===== src/rtl/axi4l_gpio_slave.sv =====
// axi4l_gpio_slave -- AXI4-Lite slave exposing a small GPIO register file.
//
// Register map (word index = ADDR[4:2], all other address bits ignored):
//   0 DATA_OUT (RW)   1 DIR (RW, 1 = output)   2 DATA_IN (RO, synchronized pins)
//   3 IRQ_EN (RW)     4 IRQ_STAT (W1C)         5..7 unmapped -> SLVERR, read 0
//
// Optional feature macro: GPIO_IRQ_EN
//   Defined    : rising-edge interrupts, IRQ_EN/IRQ_STAT mapped, registered irq.
//   Undefined  : IRQ_EN/IRQ_STAT behave as unmapped, no edge logic, irq = 0.
module axi4l_gpio_slave #(
  parameter int ADDR_WIDTH = 32,
  parameter int DATA_WIDTH = 32,
  parameter int GPIO_WIDTH = 32
) (
  input  logic                      clk,
  input  logic                      rst,
  input  logic [ADDR_WIDTH-1:0]     AWADDR,
  input  logic                      AWVALID,
  output logic                      AWREADY,
  input  logic [DATA_WIDTH-1:0]     WDATA,
  input  logic [DATA_WIDTH/8-1:0]   WSTRB,
  input  logic                      WVALID,
  output logic                      WREADY,
  output logic [1:0]                BRESP,
  output logic                      BVALID,
  input  logic                      BREADY,
  input  logic [ADDR_WIDTH-1:0]     ARADDR,
  input  logic                      ARVALID,
  output logic                      ARREADY,
  output logic [DATA_WIDTH-1:0]     RDATA,
  output logic [1:0]                RRESP,
  output logic                      RVALID,
  input  logic                      RREADY,
  input  logic [GPIO_WIDTH-1:0]     gpio_in,
  output logic [GPIO_WIDTH-1:0]     gpio_out,
  output logic [GPIO_WIDTH-1:0]     gpio_oe,
  output logic                      irq
);

  localparam int STRB_WIDTH = DATA_WIDTH / 8;

  localparam logic [2:0] IDX_DATA_OUT = 3'd0;
  localparam logic [2:0] IDX_DIR      = 3'd1;
  localparam logic [2:0] IDX_DATA_IN  = 3'd2;
`ifdef GPIO_IRQ_EN
  localparam logic [2:0] IDX_IRQ_EN   = 3'd3;
  localparam logic [2:0] IDX_IRQ_STAT = 3'd4;
`endif

  localparam logic [1:0] RESP_OKAY   = 2'b00;
  localparam logic [1:0] RESP_SLVERR = 2'b10;

  // Expand byte strobes into a per-bit write mask.
  function automatic logic [DATA_WIDTH-1:0] strb_to_mask(input logic [STRB_WIDTH-1:0] strb);
    logic [DATA_WIDTH-1:0] mask;
    mask = {DATA_WIDTH{1'b0}};
    for (int i = 0; i < STRB_WIDTH; i++) begin
      mask[8*i +: 8] = {8{strb[i]}};
    end
    return mask;
  endfunction

  // Write channel state
  logic                    aw_held_r;
  logic [2:0]              aw_idx_r;
  logic                    w_held_r;
  logic [DATA_WIDTH-1:0]   wdata_r;
  logic [STRB_WIDTH-1:0]   wstrb_r;
  logic                    bvalid_r;
  logic [1:0]              bresp_r;

  // Read channel state
  logic                    rvalid_r;
  logic [DATA_WIDTH-1:0]   rdata_r;
  logic [1:0]              rresp_r;

  // Register file and input synchronizer
  logic [GPIO_WIDTH-1:0]   data_out_r;
  logic [GPIO_WIDTH-1:0]   dir_r;
  logic [GPIO_WIDTH-1:0]   sync1_r;
  logic [GPIO_WIDTH-1:0]   sync2_r;

  // Handshakes and selected write operands
  logic                    awready_s;
  logic                    wready_s;
  logic                    arready_s;
  logic                    aw_hs_s;
  logic                    w_hs_s;
  logic                    ar_hs_s;
  logic                    wr_fire_s;
  logic [2:0]              wr_idx_s;
  logic [DATA_WIDTH-1:0]   wr_data_s;
  logic [STRB_WIDTH-1:0]   wr_strb_s;
  logic [DATA_WIDTH-1:0]   wr_mask_s;
  logic [GPIO_WIDTH-1:0]   wr_bits_s;
  logic [GPIO_WIDTH-1:0]   wr_bmask_s;
  logic [1:0]              wr_resp_s;
  logic [GPIO_WIDTH-1:0]   data_out_nxt_s;
  logic [GPIO_WIDTH-1:0]   dir_nxt_s;

  // Read decode
  logic [2:0]              rd_idx_s;
  logic [GPIO_WIDTH-1:0]   rd_gpio_s;
  logic [DATA_WIDTH-1:0]   rd_data_s;
  logic [1:0]              rd_resp_s;

  // Collects address/data bits that the decode intentionally ignores.
  logic                    unused_s;

`ifdef GPIO_IRQ_EN
  logic [GPIO_WIDTH-1:0]   irq_en_r;
  logic [GPIO_WIDTH-1:0]   irq_stat_r;
  logic [GPIO_WIDTH-1:0]   sync_d_r;
  logic                    irq_r;
  logic [GPIO_WIDTH-1:0]   irq_en_nxt_s;
  logic [GPIO_WIDTH-1:0]   stat_clr_s;
  logic [GPIO_WIDTH-1:0]   stat_set_s;
  logic [GPIO_WIDTH-1:0]   irq_stat_nxt_s;
`endif

  // A channel accepts a new beat only while nothing is latched and no response is pending.
  assign awready_s = ~aw_held_r & ~bvalid_r;
  assign wready_s  = ~w_held_r & ~bvalid_r;
  assign arready_s = ~rvalid_r;
  assign aw_hs_s   = AWVALID & awready_s;
  assign w_hs_s    = WVALID & wready_s;
  assign ar_hs_s   = ARVALID & arready_s;

  // The write commits on the edge where both address and data are available,
  // whether they were latched earlier or are handshaking right now.
  assign wr_fire_s  = (aw_held_r | aw_hs_s) & (w_held_r | w_hs_s);
  assign wr_idx_s   = aw_held_r ? aw_idx_r : AWADDR[4:2];
  assign wr_data_s  = w_held_r ? wdata_r : WDATA;
  assign wr_strb_s  = w_held_r ? wstrb_r : WSTRB;
  assign wr_mask_s  = strb_to_mask(wr_strb_s);
  assign wr_bits_s  = wr_data_s[GPIO_WIDTH-1:0];
  assign wr_bmask_s = wr_mask_s[GPIO_WIDTH-1:0];
  assign rd_idx_s   = ARADDR[4:2];

  assign unused_s = ^{AWADDR, ARADDR, wr_data_s, wr_mask_s};

  assign AWREADY  = awready_s;
  assign WREADY   = wready_s;
  assign ARREADY  = arready_s;
  assign BVALID   = bvalid_r;
  assign BRESP    = bresp_r;
  assign RVALID   = rvalid_r;
  assign RDATA    = rdata_r;
  assign RRESP    = rresp_r;
  assign gpio_out = data_out_r;
  assign gpio_oe  = dir_r;

  // Write decode: next register values and the response for the committing write.
  always_comb begin
    data_out_nxt_s = data_out_r;
    dir_nxt_s      = dir_r;
    wr_resp_s      = RESP_OKAY;
`ifdef GPIO_IRQ_EN
    irq_en_nxt_s   = irq_en_r;
    stat_clr_s     = {GPIO_WIDTH{1'b0}};
`endif
    if (wr_fire_s) begin
      case (wr_idx_s)
        IDX_DATA_OUT: data_out_nxt_s = (data_out_r & ~wr_bmask_s) | (wr_bits_s & wr_bmask_s);
        IDX_DIR:      dir_nxt_s      = (dir_r & ~wr_bmask_s) | (wr_bits_s & wr_bmask_s);
        IDX_DATA_IN:  wr_resp_s      = RESP_OKAY;
`ifdef GPIO_IRQ_EN
        IDX_IRQ_EN:   irq_en_nxt_s   = (irq_en_r & ~wr_bmask_s) | (wr_bits_s & wr_bmask_s);
        IDX_IRQ_STAT: stat_clr_s     = wr_bits_s & wr_bmask_s;
`endif
        default:      wr_resp_s      = RESP_SLVERR;
      endcase
    end else begin
      wr_resp_s = RESP_OKAY;
    end
  end

  // Read decode: register contents at the AR handshake, so a same-cycle write is not visible.
  always_comb begin
    rd_gpio_s = {GPIO_WIDTH{1'b0}};
    rd_resp_s = RESP_OKAY;
    case (rd_idx_s)
      IDX_DATA_OUT: rd_gpio_s = data_out_r;
      IDX_DIR:      rd_gpio_s = dir_r;
      IDX_DATA_IN:  rd_gpio_s = sync2_r;
`ifdef GPIO_IRQ_EN
      IDX_IRQ_EN:   rd_gpio_s = irq_en_r;
      IDX_IRQ_STAT: rd_gpio_s = irq_stat_r;
`endif
      default:      rd_resp_s = RESP_SLVERR;
    endcase
    rd_data_s = {DATA_WIDTH{1'b0}};
    rd_data_s[GPIO_WIDTH-1:0] = rd_gpio_s;
  end

  // Write channel: latch AW and W independently, commit, then hold B until BREADY.
  always_ff @(posedge clk or negedge rst) begin
    if (!rst) begin
      aw_held_r <= 1'b0;
      aw_idx_r  <= 3'd0;
      w_held_r  <= 1'b0;
      wdata_r   <= {DATA_WIDTH{1'b0}};
      wstrb_r   <= {STRB_WIDTH{1'b0}};
      bvalid_r  <= 1'b0;
      bresp_r   <= RESP_OKAY;
    end else if (wr_fire_s) begin
      aw_held_r <= 1'b0;
      w_held_r  <= 1'b0;
      bvalid_r  <= 1'b1;
      bresp_r   <= wr_resp_s;
    end else begin
      if (aw_hs_s) begin
        aw_held_r <= 1'b1;
        aw_idx_r  <= AWADDR[4:2];
      end
      if (w_hs_s) begin
        w_held_r <= 1'b1;
        wdata_r  <= WDATA;
        wstrb_r  <= WSTRB;
      end
      if (bvalid_r && BREADY) begin
        bvalid_r <= 1'b0;
        bresp_r  <= RESP_OKAY;
      end
    end
  end

  // Read channel: capture data/response at AR handshake, hold until RREADY.
  always_ff @(posedge clk or negedge rst) begin
    if (!rst) begin
      rvalid_r <= 1'b0;
      rdata_r  <= {DATA_WIDTH{1'b0}};
      rresp_r  <= RESP_OKAY;
    end else if (ar_hs_s) begin
      rvalid_r <= 1'b1;
      rdata_r  <= rd_data_s;
      rresp_r  <= rd_resp_s;
    end else if (rvalid_r && RREADY) begin
      rvalid_r <= 1'b0;
      rdata_r  <= {DATA_WIDTH{1'b0}};
      rresp_r  <= RESP_OKAY;
    end
  end

  // Output data and direction registers.
  always_ff @(posedge clk or negedge rst) begin
    if (!rst) begin
      data_out_r <= {GPIO_WIDTH{1'b0}};
      dir_r      <= {GPIO_WIDTH{1'b0}};
    end else begin
      data_out_r <= data_out_nxt_s;
      dir_r      <= dir_nxt_s;
    end
  end

  // Two-flop synchronizer for the asynchronous pin inputs.
  always_ff @(posedge clk or negedge rst) begin
    if (!rst) begin
      sync1_r <= {GPIO_WIDTH{1'b0}};
      sync2_r <= {GPIO_WIDTH{1'b0}};
    end else begin
      sync1_r <= gpio_in;
      sync2_r <= sync1_r;
    end
  end

`ifdef GPIO_IRQ_EN
  // A fresh rising edge beats a W1C clear of the same bit.
  assign stat_set_s     = sync2_r & ~sync_d_r & irq_en_r;
  assign irq_stat_nxt_s = (irq_stat_r & ~stat_clr_s) | stat_set_s;

  // Interrupt enable/status, edge-detect history and the registered irq line.
  always_ff @(posedge clk or negedge rst) begin
    if (!rst) begin
      irq_en_r   <= {GPIO_WIDTH{1'b0}};
      irq_stat_r <= {GPIO_WIDTH{1'b0}};
      sync_d_r   <= {GPIO_WIDTH{1'b0}};
      irq_r      <= 1'b0;
    end else begin
      irq_en_r   <= irq_en_nxt_s;
      irq_stat_r <= irq_stat_nxt_s;
      sync_d_r   <= sync2_r;
      irq_r      <= |(irq_stat_r & irq_en_r);
    end
  end

  assign irq = irq_r;
`else
  assign irq = 1'b0;
`endif

endmodule


===== config.mk =====
export PLATFORM = sky130hd
export DESIGN_NAME = axi4l_gpio_slave
export DESIGN_NICKNAME = d
export VERILOG_FILES = /design/src/rtl/axi4l_gpio_slave.sv
export SDC_FILE = /design/constraint.sdc
export NUM_CORES = 1
export LEC_CHECK = 0
export CAP_MARGIN = 40
export CORE_MARGIN = 1.5
export CORE_UTILIZATION = 40
export CTS_BUF_LIST = sky130_fd_sc_hd__clkbuf_2
export CTS_CLUSTER_DIAMETER = 60
export DETAILED_ROUTE_END_ITERATION = 8
export GPL_ROUTABILITY_DRIVEN = 0
export GPL_TIMING_DRIVEN = 0
export PLACE_DENSITY_LB_ADDON = 0.08
export SYNTH_ARGS = -nofsm -noshare
export SYNTH_HDL_FRONTEND = slang
export SYNTH_SLANG_ARGS = --single-unit

===== constraint.sdc =====
create_clock -name clk -period 2.27 [get_ports clk]
set_clock_uncertainty 0.15 [all_clocks]
set_input_delay 0.454 -clock clk [delete_from_list [all_inputs] [get_ports clk]]
set_output_delay 0.454 -clock clk [all_outputs]
set_load 0.02 [all_outputs]

==> impl_results.md <==
- CTS H-tree depth: 2
- Clock tree buffer depth: 3
- Share of layout cells above drive strength 1: 30.29%
- Synth Instances: 552
- Nets: 979
- Register area share after synthesis: 63.38%
- Area Growth Syn to Fin: 37.11%
- I/O Buffers: 182
- Initial core utilization: 41.18%
- Synth area leaders: dfrtp_1 (63%), mux2_2 (18%), mux2i_1 (4.6%)
- IO Pins: 245
- PD cells: 1093 nW/um^2
- R2R cell count: 6
- Crit Path Category: flop to flop
- DP Area: 10,290 um^2
- Synth Flop Type: dfrtp_1
- Worst-case vdd ir drop: 0.6803 mV
- Worst Path Max Fanout: 8
- Post-synth EDFFs: 0
- Period utilization: 100.3%
- Final hold violations: 0
- FILL cells: 1,746
- Post-route cell area: 11,100 um^2
- Via density per instance: 4.890
- Synth Warn #: 0
- Grt total ovfl: 0
- ANT nets after route: 0
- Fraction of registers with async set/reset: 100.0%
- Final core occ: 56.47%
- Die ar.: 21,100 um^2
- Clock sinks: 205
- Leading cell type by number of instances after synthesis: dfrtp_1
- Overall power: 12,130 uW
- Post-synth top cells: dfrtp_1 (205), mux2_2 (130), mux2i_1 (37)
- Endpoint type of the worst setup path: flop
- Mean post-synth cell area: 14.66 um^2
- DRC Markers: 0
- Max Cap Viol: 0
- # setup viols final: 1
- Worst skew pair latency: 0.78 ns
- Row count: 51
- Largest net degree at the start of global routing: 119
- Hold Startpoint: BREADY
- First-pass GRT wire length: 33,160 um
- Die Ht: 145.3 um
- Startpoint Class: flop
- Netlist cell types: 28
- Largest area contributor in the netlist: dfrtp_1
- Die X: 145.3 um
- Class of the tightest hold or removal check: input pin to flop
- Drt total wl: 20,540 um
- DR vias: 5,579
- Crit path time final: 2.278 ns
- Root Driver: clkbuf_2
- Max-slew violations: 0
- TritonCTS clock tree: built
- Achievable clock frequency: 439.0 MHz
- Hold depth: 2
- 1st-iter DRT viols: 201
- Final HPWL DP: 13,640 um
- CP required: 2.75 ns
- Unrepaired setup endpoints after global routing: true
- Vias in the first global route: 6,124
- Failing checks: setup timing
- Initial antenna violation count: 1
- Worst r2r src: aw_held_r$_DFFE_PN0P_
- Critical path arrival: 2.76 ns
- Worst relative slew slack: 43.14%
- Worst-path clk slew: 0.10 ns
- Post-synthesis cell area: 8094 um^2
- Leakage: 0.005479 uW
- Worst-margin pin slew: 0.8529 ns
- TritonCTS Buffers: 54
- Register bit total from synthesis: 205
- R2R Setup Slk: -0.008 ns
- Share of Yosys cell area claimed by the top area cell type: 63.38%
- Drt first pass iters: 4
- Core Area: 19,650 um^2
- Hold worst-path end: BVALID$_DFFE_PN0P_
- Per-cell routed wire length: 18.00 um
- Total track usage: 20.05%
- Slack of the critical path: -0.007828 ns
- Outcome: finished with violations
## cell type report
type / instances / area [um^2] / share of cell area [%]
clock buffers: 85 / 425.4 / 3.833
well taps: 265 / 331.6 / 2.988
diodes: 1 / 2.502 / 0.02255
repair buffers: 232 / 2176 / 19.61
inverters: 4 / 15.01 / 0.1353
clock inverters: 6 / 22.52 / 0.2029
flip-flops and latches: 205 / 5132 / 46.25
multi-input cells: 314 / 2838 / 25.57
plain buffers: 29 / 155.1 / 1.398
## what timing repair did
action,4_1_cts,5_1_grt
setup endpoints to repair,196,62
setup buffers,5,11
endpoints found under the hold margin,119,0
hold buffers,33,0
gates resized for setup,125,14
pin swaps,2,2
## power breakdown
group,total [uW],switching (uW),internal [uW]
sequential,5350,675,4670
clock,2410,1450,963
combinational,4370,2170,2200
## placed cells by master (no fill, tap or decap), drive strengths merged
cell type,Yosys,final
a22o,32,32
nor3,1,1
a21boi,1,1
dfrtp,205,205
conb,1,3
or3,1,1
o21ai,35,35
clkinv,0,6
nand2,40,40
a211oi,1,1
and3,1,1
mux2i,38,38
nor2,7,7
or3b,1,1
inv,4,4
clkdlybuf4s50,0,78
buf,11,31
a222oi,1,1
diode,0,1
a21oi,6,6
clkbuf,20,105
nand3b,7,7
dlygate4sd3,0,33
nand2b,2,2
mux2,136,136
dlygate4sd2,0,97
clkdlybuf4s15,0,2
nor2b,1,1
## per-stage QoR
| stage | TNS, ns | hold WS (ns) | instances | setup slack [ns] |
|---|---|---|---|---|
| after floorplan | 0 | 0.008409 | 554 | 0.1064 |
| after global placement | -1620.51 | 0.1833 | 1001 | -7.664 |
| after detailed placement | -58.19 | 0.1847 | 1002 | -0.6588 |
| after CTS | -0.2377 | 0.04036 | 1131 | -0.1951 |
| after global routing | -5.090 | 0.04548 | 1141 | -0.1689 |
| final | -0.007828 | 0.1067 | 1141 | -0.007828 |
## logic make-up (layout without fill, tap and decap cells)
kind of cell	Yosys count	in the layout	share of synthesized area (%)
compound gates	76	76	6.307
buf+inv	35	356	1.948
flops	205	205	63.38
mux	174	174	23.94
other cells	1	4	0.04633
simple gates	61	61	4.375
## worst max-delay path, cell delays in order, from the launching register on
cell,delay (ns)
dfrtp_1,0.35
buf_6,0.11
or3b_1,0.34
a222oi_1,0.38
buf_6,0.25
nand3b_4,0.19
mux2_4,0.36
## how the worst max path moves through the flow
stage | from | to | slack, ns | cells after the start
floorplan | aw_held_r$_DFFE_PN0P_ | flop | 0.11 | 6
global placement | rst | sync1_r[21]$_DFF_PN0_ | -7.66 | 1
detailed placement | w_held_r$_DFFE_PN0P_ | WREADY | -0.66 | 4
CTS | w_held_r$_DFFE_PN0P_ | WREADY | -0.20 | 4
global route | aw_held_r$_DFFE_PN0P_ | flop | -0.17 | 6
finish | aw_held_r$_DFFE_PN0P_ | flop | -0.008 | 6
## metal layers
layer | part of all wire [%] | track usage (%) | vias to the layer above
li1 | - | - | 2564
met2 | 49 | 33.67 | 187
met5 | 0 | 0 | -
met3 | 6.8 | 5.786 | 33
met4 | 1.7 | 5.969 | 0
met1 | 42 | 25.07 | 2795
Power figures use the tool's default switching activity.
